===== src/rtl/memory_fill_engine_if.sv =====
// Command, status and memory-write bus of the fill engine.
// The slave modport is the engine; the master modport is the host/memory side.
interface memory_fill_engine_if #(
    parameter int ADDR_WIDTH = 17,
    parameter int DATA_WIDTH = 8
);
    logic                  start;
    logic [ADDR_WIDTH-1:0] startAddress;
    logic [ADDR_WIDTH-1:0] length;
    logic [DATA_WIDTH-1:0] fillValue;
    logic                  fillIncrement;
    logic                  abort;
    logic                  busy;
    logic                  done;
    logic [ADDR_WIDTH-1:0] memoryAddress;
    logic [DATA_WIDTH-1:0] memoryWriteData;
    logic                  memoryWriteRequest;
    logic                  memoryWriteComplete;

    modport master (
        output start, startAddress, length, fillValue, fillIncrement, abort,
        output memoryWriteComplete,
        input  busy, done, memoryAddress, memoryWriteData, memoryWriteRequest
    );

    modport slave (
        input  start, startAddress, length, fillValue, fillIncrement, abort,
        input  memoryWriteComplete,
        output busy, done, memoryAddress, memoryWriteData, memoryWriteRequest
    );
endinterface


===== src/rtl/memory_fill_engine.sv =====
// Fills a range of video RAM with a constant or incrementing byte pattern,
// one request/complete handshake per byte; every output comes from a register.
module memory_fill_engine #(
    parameter int ADDR_WIDTH = 17,
    parameter int DATA_WIDTH = 8
) (
    input  logic                 clock,
    input  logic                 resetN,
    memory_fill_engine_if.slave  bus
);
    typedef enum logic [1:0] {
        IDLE  = 2'd0,
        WRITE = 2'd1,
        GAP   = 2'd2,
        DONE  = 2'd3
    } state_t;

    state_t                state_reg, state_next;
    logic [ADDR_WIDTH-1:0] addr_reg, addr_next;
    logic [ADDR_WIDTH-1:0] remaining_reg, remaining_next;
    logic [DATA_WIDTH-1:0] data_reg, data_next;
    logic                  inc_reg, inc_next;
    logic                  busy_reg, busy_next;
    logic                  done_reg, done_next;
    logic                  req_reg, req_next;

    always_ff @(posedge clock or negedge resetN) begin
        if (!resetN) begin
            state_reg     <= IDLE;
            addr_reg      <= '0;
            remaining_reg <= '0;
            data_reg      <= '0;
            inc_reg       <= 1'b0;
            busy_reg      <= 1'b0;
            done_reg      <= 1'b0;
            req_reg       <= 1'b0;
        end else begin
            state_reg     <= state_next;
            addr_reg      <= addr_next;
            remaining_reg <= remaining_next;
            data_reg      <= data_next;
            inc_reg       <= inc_next;
            busy_reg      <= busy_next;
            done_reg      <= done_next;
            req_reg       <= req_next;
        end
    end

    always_comb begin
        state_next     = state_reg;
        addr_next      = addr_reg;
        remaining_next = remaining_reg;
        data_next      = data_reg;
        inc_next       = inc_reg;
        busy_next      = busy_reg;
        done_next      = 1'b0;
        req_next       = req_reg;

        case (state_reg)
            IDLE: begin
                if (bus.start) begin
                    busy_next = 1'b1;
                    if (bus.length != '0) begin
                        addr_next      = bus.startAddress;
                        data_next      = bus.fillValue;
                        inc_next       = bus.fillIncrement;
                        remaining_next = bus.length;
                        req_next       = 1'b1;
                        state_next     = WRITE;
                    end else begin
                        // Zero-length command: pass through GAP with nothing
                        // left so busy shows for one cycle and no write occurs.
                        remaining_next = '0;
                        state_next     = GAP;
                    end
                end
            end

            WRITE: begin
                if (bus.memoryWriteComplete) begin
                    req_next       = 1'b0;
                    remaining_next = remaining_reg - ADDR_WIDTH'(1);
                    addr_next      = addr_reg + ADDR_WIDTH'(1);
                    if (inc_reg) begin
                        data_next = data_reg + DATA_WIDTH'(1);
                    end
                    state_next = GAP;
                end
            end

            GAP: begin
                if ((remaining_reg == '0) || bus.abort) begin
                    done_next  = 1'b1;
                    busy_next  = 1'b0;
                    state_next = DONE;
                end else begin
                    req_next   = 1'b1;
                    state_next = WRITE;
                end
            end

            DONE: begin
                state_next = IDLE;
            end

            default: begin
                state_next = IDLE;
            end
        endcase
    end

    assign bus.busy               = busy_reg;
    assign bus.done               = done_reg;
    assign bus.memoryAddress      = addr_reg;
    assign bus.memoryWriteData    = data_reg;
    assign bus.memoryWriteRequest = req_reg;
endmodule


===== src/flat_wrapper.sv =====
// flat-port wrapper written by rule: the top's interface ports become plain ports
module memory_fill_engine_flat 
#(
    parameter int ADDR_WIDTH = 17,
    parameter int DATA_WIDTH = 8
)
  (clock, resetN, bus_start, bus_startAddress, bus_length, bus_fillValue, bus_fillIncrement, bus_abort, bus_memoryWriteComplete, bus_busy, bus_done, bus_memoryAddress, bus_memoryWriteData, bus_memoryWriteRequest);
  memory_fill_engine_if #(.ADDR_WIDTH(ADDR_WIDTH), .DATA_WIDTH(DATA_WIDTH)) bus_i ();
  input  logic clock;
  input  logic resetN;
  input wire logic [$bits(bus_i.start)-1:0] bus_start;
  input wire logic [$bits(bus_i.startAddress)-1:0] bus_startAddress;
  input wire logic [$bits(bus_i.length)-1:0] bus_length;
  input wire logic [$bits(bus_i.fillValue)-1:0] bus_fillValue;
  input wire logic [$bits(bus_i.fillIncrement)-1:0] bus_fillIncrement;
  input wire logic [$bits(bus_i.abort)-1:0] bus_abort;
  input wire logic [$bits(bus_i.memoryWriteComplete)-1:0] bus_memoryWriteComplete;
  output wire logic [$bits(bus_i.busy)-1:0] bus_busy;
  output wire logic [$bits(bus_i.done)-1:0] bus_done;
  output wire logic [$bits(bus_i.memoryAddress)-1:0] bus_memoryAddress;
  output wire logic [$bits(bus_i.memoryWriteData)-1:0] bus_memoryWriteData;
  output wire logic [$bits(bus_i.memoryWriteRequest)-1:0] bus_memoryWriteRequest;
  assign bus_i.start = bus_start;
  assign bus_i.startAddress = bus_startAddress;
  assign bus_i.length = bus_length;
  assign bus_i.fillValue = bus_fillValue;
  assign bus_i.fillIncrement = bus_fillIncrement;
  assign bus_i.abort = bus_abort;
  assign bus_i.memoryWriteComplete = bus_memoryWriteComplete;
  assign bus_busy = bus_i.busy;
  assign bus_done = bus_i.done;
  assign bus_memoryAddress = bus_i.memoryAddress;
  assign bus_memoryWriteData = bus_i.memoryWriteData;
  assign bus_memoryWriteRequest = bus_i.memoryWriteRequest;
  memory_fill_engine #(.ADDR_WIDTH(ADDR_WIDTH), .DATA_WIDTH(DATA_WIDTH)) u_core (.clock(clock), .resetN(resetN), .bus(bus_i));
endmodule

===== config.mk =====
export PLATFORM = sky130hd
export DESIGN_NAME = memory_fill_engine_flat
export DESIGN_NICKNAME = d
export VERILOG_FILES = /design/src/rtl/memory_fill_engine_if.sv /design/src/rtl/memory_fill_engine.sv /design/src/flat_wrapper.sv
export SDC_FILE = /design/constraint.sdc
export NUM_CORES = 1
export LEC_CHECK = 0
export CORE_MARGIN = 1
export CORE_UTILIZATION = 25
export DETAILED_ROUTE_END_ITERATION = 8
export GPL_TIMING_DRIVEN = 0
export PLACE_DENSITY = 0.51
export SKIP_CTS_REPAIR_TIMING = 1
export SKIP_LAST_GASP = 1
export SLEW_MARGIN = 20
export SYNTH_ARGS = -nofsm -noshare
export SYNTH_HDL_FRONTEND = slang
export SYNTH_SLANG_ARGS = --single-unit

===== constraint.sdc =====
create_clock -name clock -period 1.8 [get_ports clock]
set_input_delay 0.18 -clock clock [delete_from_list [all_inputs] [get_ports clock]]
set_output_delay 0.18 -clock clock [all_outputs]
set_load 0.02 [all_outputs]

==> summary.md, run 1 <==
| Metric | Value |
|---|---|
| Initial core utilization | `26.2%` |
| Buffers and inverters on the worst path | `1` |
| DRC viols | `0` |
| Top cell type's share of synthesized area | `a little over two fifths` |
| DR vias/cell | `5.33` |
| Area leader, netlist | `dfrtp_1` |
| P_leak | `around 1.9 nW` |
| Wire per inst | `~18 um` |
| Seq cells post-synth | `48` |
| Chip width | `roughly 110 um` |
| Num ports | `76` |
| Fmax | `between 0.5 and 0.6 GHz` |
| Fin crit period | `between 1.5 and 2 ns` |
| Top post-synthesis cells by area | `dfrtp_1 (42%), a21oi_1 (6.9%), nor2_1 (4.7%), nand2_1 (4.6%), o21ai_0 (4.0%)` |
| Status | `finished with violations` |
| Yosys cell types | `about 50` |
| WHS | `between 0.3 and 0.4 ns` |
| Largest stage delay, worst path | `between 0.5 and 0.6 ns` |
| Final setup violation count | `39` |
| Max cap viols | `0` |
| Synth Area in Compound Gates | `28.2%` |
| Initial antenna violation count | `0` |
| Hpwl dp | `approximately 7300 um` |
| Worst Path Arrival | `around 2.2 ns` |
| Largest family of logic cells by synthesized area | `compound AO/OA/AOI/OAI gates` |
| Share of cells above drive strength 1 | `around a third` |
| Worst-Skew Late Latency | `about 0.3 ns` |
| Violated checks | `setup timing` |
| R2R Path Start | `u_core.remaining_reg[0]$_DFFE_PN0P_` |
| Pwr dens | `between 1500 and 2000 nW/um2` |
| Unrepaired setup endpoints after global routing | `yes` |
| # diodes | `0` |
| Critical path startpoint category | `flip-flop` |
| Placer congestion estimate | `0.790` |
| Nets | `around 500` |
| Global route overflow | `0` |
| Clock buffer depth | `2` |
| TritonCTS Buffers | `5` |
| Worst Path Required | `between 2 and 2.5 ns` |
| Worst path cell trace | `inv_2, ha_4, or4b_4, or4_4, nor3_2, a21oi_1, o22ai_1` |
| Xor-xnor portion of the synthesized cell area | `0%` |
| Simple-Gate Fraction of Synth Area | `23.2%` |
| Cells after Synth | `around 340` |
| Final Skew | `roughly 0.008 ns` |
| Final WL | `11000 um` |
| Chip Height | `roughly 110 um` |
| Post-Syn Area | `2890 um2` |
| Number of DRC markers in iteration 0 | `between 100 and 150` |
| Top FF cell, synth | `dfrtp_1` |
| YS warnings | `0` |
| Hold crit path type | `input port to flip-flop` |
| CTS tree | `done` |
| Mux contribution to synthesized area | `under 10%` |
| Peak supply drop | `about 0.94 mV` |
| Vias in the first global route | `between 3000 and 4000` |
| Port buffer count | `75` |
| Pwr Total | `a little over 9 mW` |
| Die area | `between 10000 and 15000 um2` |
| First-pass GRT wire length | `roughly 16000 um` |
| FP Rows | `38` |
| CP Max Fanout | `5` |
| Util after Layout | `43.8%` |
| Most common cell after layout, fill and taps aside | `clkdlybuf4s50_1` |
| Max-slew violations | `0` |
| Clk slew on worst S/H paths | `0.07 ns` |
| Register area share after synthesis | `about two fifths` |
| Via Count | `around 3200` |
| Syn nets | `between 300 and 400` |
| Routed Antenna Nets | `0` |
| CTS Root Cell | `clkbuf_16` |
| Slew HR | `between 50% and 60%` |
| Design area | `4830 um2` |
| Most frequent cells in the layout | `clkdlybuf4s50_1 (73), dfrtp_1 (38), nand2_1 (33)` |
| Post-place instance area | `3840 um2` |
| First-pass DRT Iterations | `5` |
| All-Layer GR Usage | `17.8%` |
| Worst setup EP type | `flip-flop` |
| Final WS setup | `-0.170 ns` |
| Hold Vio Cnt, Final | `0` |
| Crit. Startpoint | `u_core.remaining_reg[0]$_DFFE_PN0P_` |
| Slew @ Worst Pin | `around 0.65 ns` |
| Area delta synth->final | `67.4%` |
| CP top delay family | `simple AND/OR/NAND/NOR gates` |
| Clk sinks | `48` |
| Core Box Area | `11000 um2` |
| Asr flop ratio synth | `100%` |
| WS Path Type | `flip-flop to flip-flop` |
| Number of flops mapped to enable cells by yosys | `0` |
| Critical path's slowest cell | `or4b_4` |
| Pin count of the biggest net entering global routing | `a little under 50` |
| Syn avg cell area | `~8.4 um2` |
| Synth Area in Adders | `between 1.5 and 2%` |
| Hold_sp | `bus_length[8]` |
| Fin crit share | `109%` |
| CTS H-tree lvls | `2` |
==> area by class of cell <==
cell class | instances | area, um2
fill | 1076 | 6200
multi-input combinational | 269 | 1940
sequential | 48 | 1210
timing repair buffer | 111 | 1110
tap | 140 | 175
buffer | 19 | 158
clock buffer | 5 | 125
clock inverter | 3 | 90.1
inverter | 7 | 26.3
==> where the power goes <==
part | switching [mW] | leakage (nW) | internal, mW
registers | 0.794 | 0.545 | 1.64
logic | 2.90 | 1.21 | 2.60
clock network | 0.438 | 0.104 | 0.938
total | 4.13 | 1.86 | 5.18
==> worst register-to-register path: cells and delay by family (launching register included) <==
kind            cells  cell delay, ns
compound gates      2            0.19
fa+ha+maj           1            0.14
buf+inv             1            0.09
flops               1            0.40
simple gates        3            1.08
==> stage by stage <==
stage	TNS (ns)	std cells	setup WS (ns)
finish	-2.39	602	-0.170
floorplan	-0.156	344	-0.0905
global route	-4.70	602	-0.258
global placement	-72.37	559	-1.25
CTS	-13.12	567	-0.391
detailed placement	-22.62	559	-0.691
==> logic make-up (layout without fill, tap and decap cells) <==
group                      after synthesis  after routing
AOI/OAI and AO/OA                      131            131
and+or+nand+nor                        130            130
DFF                                     48             48
buffers and inverters                   27            145
adders and majority gates                4              4
muxes                                    4              4
==> path summary, 6_finish.rpt <==
check                                                                  to  slack (ns)  cells past startpoint
worst max-delay path                  u_core.remaining_reg[8]$_DFFE_PN0P_       -0.17                      7
worst min-delay path                  u_core.remaining_reg[8]$_DFFE_PN0P_        0.31                      3
worst max register to register        u_core.remaining_reg[8]$_DFFE_PN0P_       -0.17                      7
worst min register to register  u_core.bus.memoryWriteRequest$_DFFE_PN0P_        0.50                      2
max in group asynchronous         u_core.bus.memoryAddress[0]$_DFFE_PN0P_        0.87                      2
min in group asynchronous                       u_core.bus.done$_DFF_PN0_        0.47                      2
==> routing by layer <==
metal / wire length (um) / GRT usage (%) / up-vias
li1: - / - / 1533
met1: 4830 / 23.5 / 1578
met2: 5400 / 28.7 / 90
met3: 612 / 4.33 / 9
met4: 128 / 5.62 / 0
met5: 0 / 0 / -
==> synthesized netlist by cell type, types with 4 or more instances <==
master	n
nand4_1	6
nor4_1	5
a31oi_1	6
a22oi_1	5
clkbuf_1	12
nand3_1	16
o21ai_1	16
o21ai_0	23
ha_1	4
a21oi_1	40
a2bb2oi_1	9
nor3_1	5
inv_1	7
dfrtp_1	48
and3_1	6
nor2_1	36
o22ai_1	12
nand2_1	35
buf_2	7
Power figures use the tool's default switching activity.
==> inputs of run 2 (changes only) <==
--- a/config.mk
+++ b/config.mk
@@ -5,8 +5,10 @@
 export SDC_FILE = /design/constraint.sdc
 export NUM_CORES = 1
 export LEC_CHECK = 0
+export ABC_CLOCK_PERIOD_IN_PS = 1800
 export CORE_MARGIN = 1
 export CORE_UTILIZATION = 25
+export CTS_CLUSTER_DIAMETER = 120
 export DETAILED_ROUTE_END_ITERATION = 8
 export GPL_TIMING_DRIVEN = 0
 export PLACE_DENSITY = 0.51
==> results of run 2 <==
The final DEF is identical to that of run 1; final timing and power are the same.
==> inputs of run 3 (changes only) <==
--- a/config.mk
+++ b/config.mk
@@ -5,13 +5,13 @@
 export SDC_FILE = /design/constraint.sdc
 export NUM_CORES = 1
 export LEC_CHECK = 0
-export ABC_CLOCK_PERIOD_IN_PS = 1800
+export ABC_CLOCK_PERIOD_IN_PS = 2000
 export CORE_MARGIN = 1
 export CORE_UTILIZATION = 25
 export CTS_CLUSTER_DIAMETER = 120
 export DETAILED_ROUTE_END_ITERATION = 8
 export GPL_TIMING_DRIVEN = 0
-export PLACE_DENSITY = 0.51
+export PLACE_DENSITY = 0.5
 export SKIP_CTS_REPAIR_TIMING = 1
 export SKIP_LAST_GASP = 1
 export SLEW_MARGIN = 20
==> constraint.sdc (replaced) <==
create_clock -name clock -period 2 [get_ports clock]
set_input_delay 0.2 -clock clock [delete_from_list [all_inputs] [get_ports clock]]
set_output_delay 0.2 -clock clock [all_outputs]
set_load 0.02 [all_outputs]
==> summary.md, run 3 (same netlist as run 1, synthesis figures left out) <==
| Metric | Value |
|---|---|
| Status | `complete, no violations` |
| CTS tree | `done` |
| Area delta synth->final | `46.4%` |
| Chip Height | `109 um (unchanged)` |
| Global route overflow | `0 (unchanged)` |
| # diodes | `0 (unchanged)` |
| Num ports | `76 (unchanged)` |
| Core Box Area | `11000 um2 (unchanged)` |
| Hold Vio Cnt, Final | `0 (unchanged)` |
| Clk slew on worst S/H paths | `0.07 ns (about the same)` |
| Max-slew violations | `0 (unchanged)` |
| Routed Antenna Nets | `0 (unchanged)` |
| WS Path Type | `flip-flop to flip-flop` |
| DRC viols | `0 (unchanged)` |
| Fin cells | `583 (-3.2%)` |
| Clock buffer depth | `2 (unchanged)` |
| Worst path cell trace | `or4_4, o31ai_4, clkbuf_4, a21oi_1, o2bb2ai_1` |
| Chip width | `109 um (unchanged)` |
| WHS | `0.478 ns (+0.163 ns)` |
| DR vias/cell | `5.23 (-1.9%)` |
| TritonCTS Buffers | `5 (unchanged)` |
| Design area | `4230 um2 (-13%)` |
| Hpwl dp | `7210 um (-0.98%)` |
| FF-to-FF setup slack | `0.03 ns (+0.20 ns)` |
| Slew @ Worst Pin | `0.659 ns (+0.0108 ns)` |
| Wire per inst | `17.3 um (-4.9%)` |
| FP Rows | `38 (unchanged)` |
| Clk sinks | `48 (unchanged)` |
| Fmax | `0.508 GHz (about the same)` |
| Vias in the first global route | `2857 (-5.3%)` |
| Critical path startpoint category | `flip-flop` |
| First-pass DRT Iterations | `5 (unchanged)` |
| Die area | `12000 um2 (unchanged)` |
| CTS H-tree lvls | `2 (unchanged)` |
| Initial antenna violation count | `0 (unchanged)` |
| Critical path's slowest cell | `or4_4` |
| Fin crit share | `98.5% (-11 points)` |
| P_leak | `1.65 nW (-11%)` |
| Reg-to-reg endpoint | `u_core.bus.memoryAddress[15]$_DFFE_PN0P_` |
| Final setup violation count | `0 (-100%)` |
| Most common cell after layout, fill and taps aside | `clkdlybuf4s50_1` |
| All-Layer GR Usage | `17.6% (-0.25 points)` |
| CTS Root Cell | `clkbuf_16` |
| Largest stage delay, worst path | `0.58 ns (+0.06 ns)` |
| Fin crit period | `1.97 ns (-0.000924 ns)` |
| Worst Reg-to-Reg Cells | `5 (-2)` |
| Pwr dens | `1640 nW/um2 (-15%)` |
| Util after Layout | `38.3% (-5.5 points)` |
| Peak supply drop | `0.530 mV (-43%)` |
| # fillers | `1141 (+6.0%)` |
| Via Count | `3050 (-5.0%)` |
| Share of cells above drive strength 1 | `15.6% (-16 points)` |
| Worst setup EP type | `flip-flop` |
| CP top delay family | `simple AND/OR/NAND/NOR gates` |
| Initial core utilization | `26.2% (unchanged)` |
| Worst Path Required | `2.22 ns (+0.21 ns)` |
| Worst Path Arrival | `2.19 ns (about the same)` |
| Nets | `494 (-3.7%)` |
| Pin count of the biggest net entering global routing | `49 (unchanged)` |
| Port buffer count | `75 (unchanged)` |
| Most frequent cells in the layout | `clkdlybuf4s50_1 (74), dfrtp_1 (46), a21oi_1 (39)` |
| Max cap viols | `0 (unchanged)` |
| CP Max Fanout | `10 (+5)` |
| Number of DRC markers in iteration 0 | `236 (+67%)` |
| Pwr Total | `6.92 mW (-26%)` |
| Final Skew | `0.00837 ns (+0.000157 ns)` |
| First-pass GRT wire length | `15700 um (-3.3%)` |
| Hold crit path type | `input port to async pin` |
| Placer congestion estimate | `0.827 (+4.7%)` |
| Post-place instance area | `3810 um2 (-0.94%)` |
| Buffers and inverters on the worst path | `1 (unchanged)` |
| Placed cells | `559 (unchanged)` |
| Final WL | `10100 um (-7.9%)` |
| Slew HR | `56.0% (-0.72 points)` |
| R2R Path Start | `u_core.state_reg[1]$_DFFE_PN0P_` |
| Unrepaired setup endpoints after global routing | `yes` |
| Worst-Skew Late Latency | `0.29 ns (about the same)` |
-- run 3: changes by cell type in the layout (fill, tap and decap cells not counted), sizes merged --
cell	change
buf	-20
bufinv	-2
clkbuf	+2
clkdlybuf4s50	+1
clkinv	+1
dlymetal6s2s	-1
-- run 3: where the power goes --
group | switching (mW) | internal, mW
Sequential | 0.619 | 1.46
Clock | 0.385 | 0.590
Combinational | 2.18 | 1.69
Total | 3.19 | 3.74
-- run 3: final cells by class --
cell class / count / area (um2) / area share [%]
multi-input cells: 269 / 1670 / 39.4
flip-flops and latches: 48 / 1200 / 28.5
repair buffers: 91 / 875 / 20.7
well taps: 140 / 175 / 4.15
clock buffers: 6 / 129 / 3.05
plain buffers: 20 / 115 / 2.72
clock inverters: 2 / 35.0 / 0.829
inverters: 7 / 26.3 / 0.622
-- run 3: routing by layer --
metal | up-vias | wire length, um | global-route usage, %
met2 | 85 | 4740 | 27.6
li1 | 1487 | - | -
met5 | - | 0 | 0
met3 | 9 | 593 | 3.20
met4 | 0 | 116 | 4.86
met1 | 1469 | 4660 | 24.7
-- run 3: worst max-delay path by stage --
| stage | start | to | slack, ns | depth (start not counted) |
|---|---|---|---|---|
| 5_1_grt | u_core.state_reg[1]$_DFFE_PN0P_ | u_core.bus.memoryAddress[15]$_DFFE_PN0P_ | -0.06 | 5 |
| 3_5_place_dp | bus_length[6] | u_core.bus.memoryAddress[8]$_DFFE_PN0P_ | -0.55 | 7 |
| 4_1_cts | bus_length[6] | u_core.bus.memoryAddress[8]$_DFFE_PN0P_ | -0.25 | 7 |
| 3_3_place_gp | resetN | u_core.bus.memoryAddress[10]$_DFFE_PN0P_ | -0.89 | 1 |
| 6_report | u_core.state_reg[1]$_DFFE_PN0P_ | u_core.bus.memoryAddress[15]$_DFFE_PN0P_ | 0.03 | 5 |
| 2_1_floorplan | u_core.remaining_reg[0]$_DFFE_PN0P_ | u_core.remaining_reg[8]$_DFFE_PN0P_ | 0.03 | 7 |
-- run 3: per-stage QoR --
| stage | worst slack [ns] | setup TNS (ns) |
|---|---|---|
| after global placement | -0.887 | -57.64 |
| final | 0.0308 | 0 |
| after global routing | -0.0572 | -0.105 |
| after detailed placement | -0.552 | -14.77 |
| after floorplan | 0.0302 | 0 |
| after CTS | -0.248 | -5.52 |
